**src/rtl/cpu_reg_write_arbiter.sv**
```systemverilog
// Round-robin arbiter for the register file write port; one registered write per cycle, grant to rf_* in 1 cycle.
// Optional CPU_REG_CLEAR_EN zeroes every register after reset (busy high meanwhile, no grants).
module cpu_reg_write_arbiter #(
  parameter int BITS = 8,
  parameter int SIZE = 16,
  parameter int REQUESTERS = 3,
  localparam int ADDRESS_BITS = $clog2(SIZE)
) (
  input  logic                               clk,
  input  logic                               rst,
  input  logic                               en,
  input  logic [REQUESTERS-1:0]              req_valid,
  input  logic [REQUESTERS*ADDRESS_BITS-1:0] req_addr,
  input  logic [REQUESTERS*BITS-1:0]         req_data,
  output logic [REQUESTERS-1:0]              req_ready,
  output logic                               rf_wr,
  output logic [ADDRESS_BITS-1:0]            rf_addr_write,
  output logic [BITS-1:0]                    rf_data_write,
  output logic                               busy
);

  localparam int PTR_W = (REQUESTERS > 1) ? $clog2(REQUESTERS) : 1;

  logic                    rf_wr_q, rf_wr_d;
  logic [ADDRESS_BITS-1:0] rf_addr_q, rf_addr_d;
  logic [BITS-1:0]         rf_data_q, rf_data_d;
  logic [PTR_W-1:0]        ptr_q, ptr_d;

  logic                    arb_en;
  logic                    gnt_vld;
  logic                    gnt_fire;
  logic [PTR_W-1:0]        gnt_idx;
  logic [ADDRESS_BITS-1:0] gnt_addr;
  logic [BITS-1:0]         gnt_data;
  int                      scan_idx;

`ifdef CPU_REG_CLEAR_EN
  localparam int CNT_W = ADDRESS_BITS + 1;

  typedef enum logic {
    ST_CLEAR,
    ST_ARB
  } state_t;

  state_t           state_q, state_d;
  logic [CNT_W-1:0] cnt_q, cnt_d;
  logic             busy_q, busy_d;

  assign arb_en = en && !rst && (state_q == ST_ARB);
`else
  assign arb_en = en && !rst;
`endif

  // First valid source at or after ptr, wrapping modulo REQUESTERS.
  always_comb begin
    gnt_vld  = 1'b0;
    gnt_idx  = '0;
    gnt_addr = '0;
    gnt_data = '0;
    scan_idx = 0;
    for (int k = 0; k < REQUESTERS; k++) begin
      scan_idx = int'(ptr_q) + k;
      if (scan_idx >= REQUESTERS) begin
        scan_idx = scan_idx - REQUESTERS;
      end
      if (!gnt_vld && req_valid[scan_idx]) begin
        gnt_vld  = 1'b1;
        gnt_idx  = PTR_W'(scan_idx);
        gnt_addr = req_addr[scan_idx*ADDRESS_BITS +: ADDRESS_BITS];
        gnt_data = req_data[scan_idx*BITS +: BITS];
      end
    end
  end

  assign gnt_fire = arb_en && gnt_vld;

  always_comb begin
    req_ready = '0;
    if (gnt_fire) begin
      req_ready[gnt_idx] = 1'b1;
    end
  end

  always_comb begin
    rf_wr_d   = 1'b0;
    rf_addr_d = rf_addr_q;
    rf_data_d = rf_data_q;
    ptr_d     = ptr_q;
`ifdef CPU_REG_CLEAR_EN
    state_d   = state_q;
    cnt_d     = cnt_q;
    busy_d    = busy_q;
`endif

    if (gnt_fire) begin
      rf_wr_d   = 1'b1;
      rf_addr_d = gnt_addr;
      rf_data_d = gnt_data;
      if (gnt_idx == PTR_W'(REQUESTERS - 1)) begin
        ptr_d = '0;
      end else begin
        ptr_d = gnt_idx + PTR_W'(1);
      end
    end

`ifdef CPU_REG_CLEAR_EN
    // cnt reaching SIZE marks the idle edge after the last clear write.
    if (state_q == ST_CLEAR) begin
      if (cnt_q == CNT_W'(SIZE)) begin
        state_d = ST_ARB;
        busy_d  = 1'b0;
        cnt_d   = '0;
      end else begin
        rf_wr_d   = 1'b1;
        rf_addr_d = cnt_q[ADDRESS_BITS-1:0];
        rf_data_d = '0;
        cnt_d     = cnt_q + CNT_W'(1);
      end
    end
`endif
  end

  always_ff @(posedge clk or posedge rst) begin
    if (rst) begin
      rf_wr_q   <= 1'b0;
      rf_addr_q <= '0;
      rf_data_q <= '0;
      ptr_q     <= '0;
    end else begin
      rf_wr_q   <= rf_wr_d;
      rf_addr_q <= rf_addr_d;
      rf_data_q <= rf_data_d;
      ptr_q     <= ptr_d;
    end
  end

`ifdef CPU_REG_CLEAR_EN
  always_ff @(posedge clk or posedge rst) begin
    if (rst) begin
      state_q <= ST_CLEAR;
      cnt_q   <= '0;
      busy_q  <= 1'b1;
    end else begin
      state_q <= state_d;
      cnt_q   <= cnt_d;
      busy_q  <= busy_d;
    end
  end

  assign busy = busy_q;
`else
  assign busy = 1'b0;
`endif

  assign rf_wr         = rf_wr_q;
  assign rf_addr_write = rf_addr_q;
  assign rf_data_write = rf_data_q;

endmodule

```
**config.mk**
```make
export PLATFORM = sky130hd
export DESIGN_NAME = cpu_reg_write_arbiter
export DESIGN_NICKNAME = d
export VERILOG_FILES = /design/src/rtl/cpu_reg_write_arbiter.sv
export SDC_FILE = /design/constraint.sdc
export NUM_CORES = 1
export LEC_CHECK = 0
export CAP_MARGIN = 30
export CORE_ASPECT_RATIO = 1.5
export CORE_MARGIN = 4
export CORE_UTILIZATION = 30
export DETAILED_ROUTE_END_ITERATION = 6
export PLACE_DENSITY = 0.57
export REMOVE_ABC_BUFFERS = 1
export SYNTH_ARGS = -nofsm -noshare
export SYNTH_HDL_FRONTEND = slang
export SYNTH_SLANG_ARGS = --single-unit
```
**constraint.sdc**
```tcl
create_clock -name clk -period 2.44 [get_ports clk]
set_input_delay 0.488 -clock clk [delete_from_list [all_inputs] [get_ports clk]]
set_output_delay 0.488 -clock clk [all_outputs]
set_load 0.1 [all_outputs]
```
==> flow_metrics.tcl <==
set metrics [dict create \
    status "complete, but fails checks" \
    violations "setup timing" \
    dp_hpwl_mm 5.08 \
    avgViaCountPerCell 5.47 \
    ys_warn_count 0 \
    place.gp.congestion 0.876 \
    fmax_mhz 349 \
    insertion_delay_ns 0.25 \
    antenna_found_initial 0 \
    tns_ns -1.08 \
    endpoint_kind "output port" \
    clockBufferDepth 2 \
    worst_pin_slew_ns 0.502 \
    path_class "reg -> out" \
    ys_seq_area_share_pct 18.6 \
    holdCritPathClass "reg -> reg" \
    setup_violations 3 \
    diodes 0 \
    preCtsSetupSlack_ns -0.400 \
    routed_wl_mm 7.27 \
    cellLeakagePower_nw 1.36 \
    synth_area_leaders "dfrtp_1, mux2i_1, o2bb2ai_1, mux2_2, a221oi_1" \
    rsz0062_at_grt "yes" \
    grt_overflow 0 \
    yosysUniqueCellTypes 42 \
    placed_area_um2 2840 \
    cts_buffers 3 \
    slew-limit-headroom_pct 66.5 \
    required_ns 1.95 \
    min_period_ns 2.86 \
    cp_max_fo 6 \
    wl_per_cell_um 18.1 \
    track_usage_pct 17.7 \
    fp.dieW_um 74.9 \
    htreeDepth 1 \
    drv_slew 0 \
    ios 59 \
    drcViolationCount 0 \
    ant_nets 0 \
    finalHoldViolations 0 \
    reg2reg_slack_ns 0.07 \
    synth-main-ff-cell "dfrtp_1" \
    skew_ns 0.00183 \
    syn_area_um2 2010 \
    synthCells 232 \
    syn_to_final_growth_pct 62.7 \
    start_util_pct 30.8 \
    coreArea_um2 6530 \
    grt_pass1_wl_mm 11.2 \
    ys_seq_elements 15 \
    fin_area_um2 3280 \
    row_count 36 \
    grt_max_degree 20 \
    drt-pass1-iter-count 4 \
    synth_common_cells "nand2_1, mux2i_1, o2bb2ai_1, a221oi_1, dfrtp_1" \
    synth_top_area_share_pct 18.6 \
    clock-sinks 15 \
    synth-edff-count 0 \
    power_density_nw_per_um2 1570 \
    drive_gt1_share_pct 39.1 \
    synthArstFlopShare_pct 100 \
    first_iter_violations 99 \
    io_buffer_count 57 \
    cts_tree "built" \
    die_area_um2 8110 \
    crit_arrival_ns 2.38 \
    grt_pass1_vias 2289 \
    vias 2193 \
    synthMostInstantiatedCell "nand2_1" \
    fin_nets 373 \
    cts_root_buf "clkbuf_8" \
    finalWorstSetupSlack_ns -0.425 \
    cp-start-kind "flop" \
    cts.clk_slew.worst_paths_ns 0.07 \
    period_share_pct 117 \
    synth_top_area_cell "dfrtp_1" \
    drv_cap 0 \
    postSynthAreaPerCell_um2 8.68 \
    hold_buffers 0 \
    fp.dieH_um 108 \
    ir_drop_mv 0.828 \
]
[cells in the final DEF, fill, tap and decap left out, drive strengths merged, types with 8 or more instances in the layout]
cell type / n
nor2: 14
a221oi: 16
clkdlybuf4s50: 40
o2bb2ai: 17
dfrtp: 15
mux2i: 27
buf: 69
a31oi: 8
nand2: 29
o21ai: 13
mux2: 22
[worst max-delay path: stages, from the launching register on]
cell and delay, ns:
dfrtp_1 0.41, buf_6 0.13, ha_4 0.17, buf_8 0.14, mux2_4 0.31, or2_4 0.26, o32ai_4 0.14, o2bb2ai_4 0.18
and3_4 0.22, buf_12 0.17
[path summary, 6_finish.rpt]
| kind | startpoint | to | cells past startpoint |
|---|---|---|---|
| max reg2reg | ptr_q[0] | rf_data_write[2] | 11 |
| max | ptr_q[0] | req_ready[0] | 9 |
| max in group asynchronous | rst | rf_addr_write[1] | 3 |
| min in group asynchronous | rst | rf_data_write[3] | 3 |
| min reg2reg | rf_data_write[5] | rf_data_write[5] | 1 |
| min | rf_data_write[5] | rf_data_write[5] | 1 |
[where the power goes]
part           switching (mW)  internal, mW  total, mW
sequential             0.0769         0.372      0.449
combinational            2.57          1.92       4.49
clock                  0.0958         0.116      0.212
total                    2.74          2.41       5.15
[sequential cells by signal, summed over array words and instances (netlist names)]
| signal | count |
|---|---|
| ptr_q | 2 |
| rf_addr_write | 4 |
| rf_data_write | 8 |
| rf_wr | 1 |
[cell families after synthesis]
kind of cell	after synthesis	share of synthesized area [%]
compound gates	71	27.5
simple gates	64	14.9
mux	49	28.2
buf+inv	27	7.40
flops	15	18.6
fa+ha+maj	5	3.11
other cells	1	0.186
[per-stage QoR]
step           instances  power [mW]  util (%)  hold slack, ns
5_1_grt              401        5.45      50.2           0.527
3_3_place_gp         383        4.23      43.5           0.504
2_1_floorplan        211        3.07         -           0.398
6_report             401        5.15      50.2           0.516
4_1_cts              391        4.75      46.8           0.521
3_5_place_dp         383        4.27      43.5           0.507
[timing repair]
item | CTS | global route
resized for setup | 26 | 31
pin swaps | 6 | 11
setup endpoints to repair | 16 | 12
setup buffers | 4 | 12
[routing by layer]
metal  vias to the layer above  global-route usage (%)  routed length [µm]
li1                       1072                       -                   -
met1                      1056                    20.9                2890
met2                        53                    32.5                4000
met3                        12                    1.12                 253
met4                         0                    6.36                 125
met5                         -                       0                   0
[cell type report]
cell class	instances	area (µm²)
well taps	76	95.1
fillers	592	3260
clock buffers	4	45.0
flip-flops and latches	15	375
repair buffers	110	1020
multi-input cells	190	1720
inverters	6	25.0
No activity file was read; power rests on OpenSTA's default activity.
